<file path="config.mk">
export PLATFORM = sky130hd
export DESIGN_NAME = rom_arbiter
export DESIGN_NICKNAME = d
export VERILOG_FILES = /design/src/rtl/rom_arbiter_pkg.sv /design/src/rtl/rom_arb_rr2.sv /design/src/rtl/rom_arbiter.sv
export SDC_FILE = /design/constraint.sdc
export NUM_CORES = 1
export LEC_CHECK = 0
export CORE_MARGIN = 2
export CORE_UTILIZATION = 41
export CTS_CLUSTER_DIAMETER = 200
export CTS_CLUSTER_SIZE = 20
export DETAILED_ROUTE_END_ITERATION = 12
export GPL_TIMING_DRIVEN = 0
export PLACE_DENSITY = 0.79
export SYNTH_ARGS = -nofsm -noshare
export SYNTH_HDL_FRONTEND = slang
export SYNTH_HIERARCHICAL = 1
export SYNTH_SLANG_ARGS = --single-unit
</file>
<file path="constraint.sdc">
create_clock -name CLK -period 2 [get_ports CLK]
set_input_delay 0.4 -clock CLK [delete_from_list [all_inputs] [get_ports CLK]]
set_output_delay 0.4 -clock CLK [all_outputs]
set_load 0.02 [all_outputs]
</file>
<file path="src/rtl/rom_arbiter_pkg.sv">
// Shared encodings for the ROM arbiter slice.
//   OWNER_*  : who owns the ROM word returning in the next cycle
//   PRIO_*   : PRIORITY_MODE parameter encodings
package rom_arbiter_pkg;

  localparam logic [1:0] OWNER_NONE = 2'b00;
  localparam logic [1:0] OWNER_A    = 2'b01;
  localparam logic [1:0] OWNER_B    = 2'b10;

  localparam int unsigned PRIO_RR      = 0;
  localparam int unsigned PRIO_FIXED_A = 1;

endpackage

</file>
<file path="src/rtl/rom_arb_rr2.sv">
// Two-way grant logic with a last-grant register.
//   CLK, RSTb    : clock, asynchronous active-low reset
//   req_a, req_b : requests from port A and port B
//   fixed_prio   : 1 = A always wins contention, 0 = round-robin
//   gnt          : one-hot grant, bit 0 = A, bit 1 = B (combinational)
module rom_arb_rr2 (
  input  logic       CLK,
  input  logic       RSTb,
  input  logic       req_a,
  input  logic       req_b,
  input  logic       fixed_prio,
  output logic [1:0] gnt
);

  // Set when B received the most recent grant; resets to B so A wins first contention.
  logic last_b_q, last_b_d;

  always_comb begin
    gnt = 2'b00;
    case ({req_b, req_a})
      2'b01:   gnt = 2'b01;
      2'b10:   gnt = 2'b10;
      2'b11:   gnt = (fixed_prio || last_b_q) ? 2'b01 : 2'b10;
      default: gnt = 2'b00;
    endcase
  end

  always_comb begin
    last_b_d = last_b_q;
    if (gnt[0]) begin
      last_b_d = 1'b0;
    end else if (gnt[1]) begin
      last_b_d = 1'b1;
    end
  end

  always_ff @(posedge CLK or negedge RSTb) begin
    if (!RSTb) begin
      last_b_q <= 1'b1;
    end else begin
      last_b_q <= last_b_d;
    end
  end

endmodule

</file>
<file path="src/rtl/rom_arbiter.sv">
// Arbitrates two requesters onto one synchronous-read ROM (1-cycle read latency).
//   CLK, RSTb                  : clock, asynchronous active-low reset
//   A_REQ/A_ADDR               : port A request and word address
//   A_GNT                      : port A accepted this cycle (combinational)
//   A_RVALID/A_RDATA           : port A read data, valid one cycle after grant;
//                                A_RDATA holds the last delivered word otherwise
//   B_*                        : same for port B
//   ROM_ADDRESS / ROM_DATA     : to ROM address input / from ROM data output
module rom_arbiter
  import rom_arbiter_pkg::*;
#(
  parameter int unsigned BITS          = 16,
  parameter int unsigned ADDRESS_BITS  = 8,
  parameter int unsigned PRIORITY_MODE = 0
) (
  input  logic                    CLK,
  input  logic                    RSTb,
  input  logic                    A_REQ,
  input  logic [ADDRESS_BITS-1:0] A_ADDR,
  output logic                    A_GNT,
  output logic                    A_RVALID,
  output logic [BITS-1:0]         A_RDATA,
  input  logic                    B_REQ,
  input  logic [ADDRESS_BITS-1:0] B_ADDR,
  output logic                    B_GNT,
  output logic                    B_RVALID,
  output logic [BITS-1:0]         B_RDATA,
  output logic [ADDRESS_BITS-1:0] ROM_ADDRESS,
  input  logic [BITS-1:0]         ROM_DATA
);

  localparam logic FixedPrio = (PRIORITY_MODE == PRIO_FIXED_A);

  logic [1:0]              gnt;
  logic [ADDRESS_BITS-1:0] rom_addr_q;
  logic [1:0]              owner_q, owner_d;
  logic [BITS-1:0]         a_hold_q, b_hold_q;

  rom_arb_rr2 u_rr2 (
    .CLK        (CLK),
    .RSTb       (RSTb),
    .req_a      (A_REQ),
    .req_b      (B_REQ),
    .fixed_prio (FixedPrio),
    .gnt        (gnt)
  );

  assign A_GNT = gnt[0];
  assign B_GNT = gnt[1];

  // Idle cycles replay the last granted address so the ROM input never toggles.
  always_comb begin
    ROM_ADDRESS = rom_addr_q;
    owner_d     = OWNER_NONE;
    if (gnt[0]) begin
      ROM_ADDRESS = A_ADDR;
      owner_d     = OWNER_A;
    end else if (gnt[1]) begin
      ROM_ADDRESS = B_ADDR;
      owner_d     = OWNER_B;
    end
  end

  assign A_RVALID = (owner_q == OWNER_A);
  assign B_RVALID = (owner_q == OWNER_B);
  assign A_RDATA  = A_RVALID ? ROM_DATA : a_hold_q;
  assign B_RDATA  = B_RVALID ? ROM_DATA : b_hold_q;

  always_ff @(posedge CLK or negedge RSTb) begin
    if (!RSTb) begin
      rom_addr_q <= '0;
      owner_q    <= OWNER_NONE;
      a_hold_q   <= '0;
      b_hold_q   <= '0;
    end else begin
      rom_addr_q <= ROM_ADDRESS;
      owner_q    <= owner_d;
      if (A_RVALID) a_hold_q <= ROM_DATA;
      if (B_RVALID) b_hold_q <= ROM_DATA;
    end
  end

endmodule

</file>
==> After elaboration in Yosys (flattened, before gate mapping) <==
Cells that the tools add are included.
W data, S select, Z words.
{ "word_totals": {"wordCells": 21, "input_bits": 36, "output_inout_bits": 44, "register_bits": 43} }
{ "op_classes": {"n_reduce_logical": 1, "n_mux": 10, "eq_ne": 5} }
{ "ops": {"columns": ["op", "n"], "rows": [
  ["$mux W16", 2],
  ["$mux W8", 2],
  ["$eq A2 B2 Y1 const B", 3],
  ["$mux W2", 3],
  ["$pmux W2 S3", 1],
  ["$eq A2 B1 Y1 const B", 2],
  ["$mux W1", 2],
  ["$reduce_bool A2 Y1", 1]
]} }

==> Longest topological paths before layout <==
{ "depth": {"ltp_word": 4, "depth_mapped": 5, "depth_no_buf": 4} }

==> Hierarchy <==
Netlist, hierarchy kept.
{ "modules_own_cells": {"columns": ["mod", "instances", "cells_each", "area_each_um2", "seq_area_each_um2"], "rows": [
  ["rom_arbiter", 1, 109, 1729.2, 1051.0],
  ["rom_arb_rr2", 1, 6, 60.1, 26.3]
]} }

==> Least setup slack after synthesis <==
No wires, ideal clock.
{ "synth_path": {"path_type": "register to output", "from": "register u_rr2.last_b_q", "to": "output port ROM_ADDRESS[6]", "arrival_ps": 1814, "path_stages_with_launch": 6, "n_path_buf": 1, "setup_slack_ps": -214, "cell_sequence": "dfstp_2 -> nor2_1 -> a21boi_1 -> clkbuf_1 -> nand2_1 -> o21ai_0"} }
{ "synth_between": {"elab_cells_between_ends": 4, "classes_between": "mux: 4"} }
{ "synth_lines": {"columns": ["item", "line_no", "source"], "rows": [
  ["from (decl)", "rom_arb_rr2.sv:16", "logic last_b_q, last_b_d;"],
  ["from (signal assigned)", "rom_arb_rr2.sv:41", "last_b_q <= last_b_d;"],
  ["$mux W2", "rom_arb_rr2.sv:23", "2'b11: gnt = (fixed_prio || last_b_q) ? 2'b01 : 2'b10;"],
  ["$pmux W2 S3", "rom_arb_rr2.sv:20", "case ({req_b, req_a})"],
  ["named net A_GNT", "rom_arbiter.sv:20", "output logic A_GNT,"],
  ["$mux W8", "rom_arbiter.sv:55", "if (gnt[0]) begin"],
  ["to (decl)", "rom_arbiter.sv:28", "output logic [ADDRESS_BITS-1:0] ROM_ADDRESS,"]
]} }
The timed path passes the listed nets, and every way through them passes these cells.

==> Worst setup path in the final report <==
{ "layout_path": {"from": "register u_rr2.last_b_q", "to": "output port ROM_ADDRESS[5]"} }
{ "layout_between": {"elab_chain_cells": 4} }
{ "layout_lines": {"columns": ["item", "line_no", "source"], "rows": [
  ["$mux W2 (*)", "rom_arb_rr2.sv:23", null],
  ["$pmux W2 S3 (*)", "rom_arb_rr2.sv:20", null],
  ["$mux W8", "rom_arbiter.sv:58", "end else if (gnt[1]) begin"],
  ["$mux W8 (*)", "rom_arbiter.sv:55", null]
]} }
Every way passes the cells marked *; elsewhere a longest branch is shown, timed or not.

==> metrics.txt <==
# TYPE chip_impl_metric gauge
chip_impl_metric{name="overflow",unit=""} 0
chip_impl_metric{name="crit_buf_inv",unit=""} 2
chip_impl_metric{name="finalClockSkew",unit="ns"} 0.00864
chip_impl_metric{name="synthesis.instances",unit=""} 115
chip_impl_info{name="cpMaxStageDelayCell",value="sky130_fd_sc_hd__dfstp_2"} 1
chip_impl_metric{name="worst-path-max-fanout",unit=""} 5
chip_impl_metric{name="synth_seq_area_share",unit="%"} 60.2
chip_impl_metric{name="placeableCoreArea",unit="sq mm"} 0.00426
chip_impl_info{name="ordered_cell_list_for_the_critical_path",value="o21ai_2 -> and2_4 -> buf_6 -> mux2i_1 -> o21ai_1 -> buf_4"} 1
chip_impl_metric{name="worst_hold_slack",unit="ns"} 0.244
chip_impl_metric{name="max_clock_freq",unit="MHz"} 468
chip_impl_metric{name="hold_viol_final",unit=""} 0
chip_impl_info{name="ys_top_cells_by_area",value="sky130_fd_sc_hd__dfrtp_1, sky130_fd_sc_hd__mux2_4, sky130_fd_sc_hd__mux2_2"} 1
chip_impl_metric{name="crit_path_max_incr_delay",unit="ns"} 0.56
chip_impl_metric{name="clock_tree.htree_level_count",unit=""} 2
chip_impl_metric{name="p_leak",unit="nW"} 1.44
chip_impl_metric{name="crit_cells",unit=""} 6
chip_impl_metric{name="dr.pass1.iters",unit=""} 5
chip_impl_metric{name="fp.dieArea",unit="sq mm"} 0.00491
chip_impl_metric{name="num_vias",unit=""} 1301
chip_impl_metric{name="chipHeight",unit="um"} 70.1
chip_impl_metric{name="powerDensity",unit="mW/mm^2"} 945
chip_impl_metric{name="gp_routability_congestion",unit=""} 0.732
chip_impl_metric{name="clock_latency",unit="ns"} 0.29
chip_impl_info{name="worstReg2RegStart",value="u_rr2/last_b_q"} 1
chip_impl_info{name="clock_tree_from_tritoncts",value="done"} 1
chip_impl_metric{name="grt_first_pass_wirelength",unit="um"} 6710
chip_impl_metric{name="finish_stage_setup_viols",unit=""} 12
chip_impl_metric{name="ios",unit=""} 80
chip_impl_metric{name="synth.avg_cell_area",unit="sq um"} 15.6
chip_impl_metric{name="post_drt_wl_per_cell",unit="um"} 16.2
chip_impl_metric{name="synthDistinctLibCells",unit=""} 21
chip_impl_metric{name="antenna_cells",unit=""} 0
chip_impl_metric{name="ff_to_ff_path_depth",unit=""} 6
chip_impl_metric{name="maximum_count_of_clock_buffers_along_a_single_path",unit=""} 2
chip_impl_metric{name="buffer_ports.inserted",unit=""} 79
chip_impl_metric{name="postRouteAntennaNets",unit=""} 0
chip_impl_metric{name="drt-total-wl",unit="um"} 4440
chip_impl_metric{name="max_slew.worst_pin.slew",unit="ns"} 0.929
chip_impl_info{name="synth_top_cell_by_area",value="sky130_fd_sc_hd__dfrtp_1"} 1
chip_impl_metric{name="yosysTopAreaCellShare",unit="%"} 58.7
chip_impl_info{name="hold_path.class",value="in2async"} 1
chip_impl_metric{name="final_min_period_over_clock_period",unit="%"} 107
chip_impl_metric{name="fin_cells",unit=""} 273
chip_impl_metric{name="nFillCells",unit=""} 292
chip_impl_metric{name="layout-drive-gt1-share",unit="%"} 50.7
chip_impl_info{name="r2r_end",value="rom_addr_q[5]"} 1
chip_impl_metric{name="finalPower",unit="W"} 0.00280
chip_impl_metric{name="finalMaxSlewViolations",unit=""} 0
chip_impl_metric{name="post_synthesis_to_final_layout_area_growth",unit="%"} 65.5
chip_impl_info{name="critPathCaptureType",value="output pin"} 1
chip_impl_metric{name="utilization",unit="%"} 69.5
chip_impl_metric{name="die-width",unit="um"} 70.1
chip_impl_metric{name="relSlewSlack",unit="%"} 38.0
chip_impl_metric{name="drt_drc_violations_left",unit=""} 0
chip_impl_metric{name="setup_tns",unit="ns"} -0.706
chip_impl_metric{name="period_minus_slack",unit="ns"} 2.14
chip_impl_metric{name="worst_setup_hold_path_clk_slew",unit="ns"} 0.09
chip_impl_metric{name="setup.reg_to_reg.worst_slack",unit="ns"} 0.54
chip_impl_metric{name="pin_count_of_the_biggest_net_entering_global_routing",unit=""} 44
chip_impl_metric{name="start_util",unit="%"} 42.0
chip_impl_info{name="result_of_the_run",value="finished with violations"} 1
chip_impl_info{name="critical_path.top_delay_family",value="flip-flops"} 1
chip_impl_metric{name="yosys_register_bits",unit=""} 43
chip_impl_metric{name="grtUsageTotal",unit="%"} 17.7
chip_impl_info{name="clock-root-buffer",value="sky130_fd_sc_hd__clkbuf_8"} 1
chip_impl_metric{name="layout.nets",unit=""} 256
chip_impl_metric{name="synth.cell_area",unit="sq mm"} 0.00179
chip_impl_metric{name="crit_arrival",unit="ns"} 1.74
chip_impl_metric{name="dp_hpwl",unit="um"} 2910
chip_impl_metric{name="worst_ir_drop_vdd",unit="mV"} 0.487
chip_impl_metric{name="tritoncts.num_buffers",unit=""} 5
chip_impl_metric{name="crit_required",unit="ns"} 1.60
chip_impl_metric{name="synth-warning-count",unit=""} 6
chip_impl_metric{name="antenna_found_initial",unit=""} 0
chip_impl_metric{name="cts_sinks",unit=""} 43
chip_impl_info{name="setup.worst_path.class",value="reg2out"} 1
chip_impl_metric{name="core.rowCount",unit=""} 24
chip_impl_info{name="violated_checks",value="negative setup slack"} 1
chip_impl_metric{name="avgViaCountPerCell",unit=""} 4.77
chip_impl_metric{name="initialDrtViolationCount",unit=""} 38
chip_impl_metric{name="holdBufCountCts",unit=""} 0
chip_impl_metric{name="place_inst",unit=""} 247
chip_impl_metric{name="max-cap-violations",unit=""} 0
chip_impl_info{name="rsz0062_at_grt",value="true"} 1
chip_impl_info{name="setup.worst_path.start_class",value="flop"} 1
chip_impl_metric{name="finalWorstSetupSlack",unit="ns"} -0.137
chip_impl_metric{name="first_global_vias",unit=""} 1377
==> cells by family after synthesis <==
family	synth area share, %
AO/OA/AOI/OAI	3.57
multiplexers	28.4
AND/OR/NAND/NOR	3.43
buffers and inverters	4.20
flip-flops	60.2
other	0.210
==> sequential cells by signal, indices dropped and copies added, names as in the netlist <==
signal and flops:
a_hold_q 16, b_hold_q 16, owner_q 2, rom_addr_q 8
u_rr2/last_b_q 1
==> stage by stage <==
step / instance area, sq um / setup slack (ns)
3_3_place_gp: 2660 / -0.798
4_1_cts: 2720 / -0.119
6_report: 2960 / -0.137
3_5_place_dp: 2660 / -0.859
2_1_floorplan: 1800 / -0.0780
5_1_grt: 2960 / -0.210
==> where the power goes <==
group	switching, W	internal [W]
Clock	0.000314	0.000379
Combinational	0.000479	0.000551
Sequential	0.0000487	0.00103
==> area by class of cell <==
class / count / area (sq um) / share of cell area [%]
Inverter: 1 / 3.75 / 0.127
Clock inverter: 3 / 47.5 / 1.61
Sequential cell: 43 / 1080 / 36.4
Timing Repair Buffer: 97 / 925 / 31.2
Multi-Input combinational cell: 66 / 681 / 23.0
Tap cell: 52 / 65.1 / 2.20
Clock buffer: 5 / 68.8 / 2.32
Buffer: 6 / 93.8 / 3.17
==> layer usage <==
metal  global-route usage [%]  up-vias  share of wire (%)
met5                        0        -                  0
met1                     21.4      632                 40
met3                     5.05        4                6.3
met2                     30.9       63                 53
met4                     4.49        0               0.65
li1                         -      602                  -
==> cells in the final DEF, fill, tap and decap left out <==
master and n:
sky130_fd_sc_hd__o21ai_2 2, sky130_fd_sc_hd__nand2b_4 1, sky130_fd_sc_hd__buf_4 20, sky130_fd_sc_hd__inv_6 1
sky130_fd_sc_hd__dfrtp_1 42, sky130_fd_sc_hd__nor2_1 1, sky130_fd_sc_hd__mux2_2 10, sky130_fd_sc_hd__bufinv_16 1
sky130_fd_sc_hd__clkdlybuf4s15_1 1, sky130_fd_sc_hd__clkbuf_2 5, sky130_fd_sc_hd__buf_2 7, sky130_fd_sc_hd__clkbuf_16 2
sky130_fd_sc_hd__mux2i_1 8, sky130_fd_sc_hd__and2_4 1, sky130_fd_sc_hd__clkdlybuf4s50_1 32, sky130_fd_sc_hd__dlygate4sd2_1 5
sky130_fd_sc_hd__mux2_4 22, sky130_fd_sc_hd__clkinv_4 1, sky130_fd_sc_hd__a21boi_4 1, sky130_fd_sc_hd__o21ai_1 7
sky130_fd_sc_hd__nor2b_1 1, sky130_fd_sc_hd__o21a_1 1, sky130_fd_sc_hd__conb_1 2, sky130_fd_sc_hd__inv_1 1
sky130_fd_sc_hd__buf_6 27, sky130_fd_sc_hd__nor2b_2 1, sky130_fd_sc_hd__clkbuf_8 5, sky130_fd_sc_hd__buf_12 4
sky130_fd_sc_hd__nand2_1 8, sky130_fd_sc_hd__dfstp_2 1
==> synthesized netlist by cell type <==
library cell	count
sky130_fd_sc_hd__dfstp_2	1
sky130_fd_sc_hd__o21ai_2	1
sky130_fd_sc_hd__buf_2	1
sky130_fd_sc_hd__conb_1	1
sky130_fd_sc_hd__nor2_1	1
sky130_fd_sc_hd__inv_1	1
sky130_fd_sc_hd__and2_1	1
sky130_fd_sc_hd__clkbuf_1	1
sky130_fd_sc_hd__o21a_1	1
sky130_fd_sc_hd__mux2i_1	8
sky130_fd_sc_hd__nor2b_2	1
sky130_fd_sc_hd__nand2_1	8
sky130_fd_sc_hd__a21boi_1	1
sky130_fd_sc_hd__buf_12	2
sky130_fd_sc_hd__nand2b_1	1
sky130_fd_sc_hd__dfrtp_1	42
sky130_fd_sc_hd__mux2_4	18
sky130_fd_sc_hd__mux2_2	14
sky130_fd_sc_hd__nor2b_1	1
sky130_fd_sc_hd__o21ai_0	8
sky130_fd_sc_hd__buf_6	2
==> how the worst max path moves through the flow <==
stage,start,to
floorplan,u_rr2/last_b_q,ROM_ADDRESS[6]
global route,u_rr2/last_b_q,ROM_ADDRESS[5]
detailed placement,A_REQ,ROM_ADDRESS[6]
finish,u_rr2/last_b_q,ROM_ADDRESS[5]
global placement,A_REQ,ROM_ADDRESS[6]
CTS,u_rr2/last_b_q,ROM_ADDRESS[4]
==> repair_timing <==
| item | in CTS | in global routing |
|---|---|---|
| pin swaps | 6 | 6 |
| hold endpoints to repair | 0 | 0 |
| cloned | 1 | 2 |
| setup endpoints to repair | 44 | 36 |
| gates resized for setup | 170 | 64 |
| buffers inserted | 9 | 6 |
(Power assumes the default switching activity.)
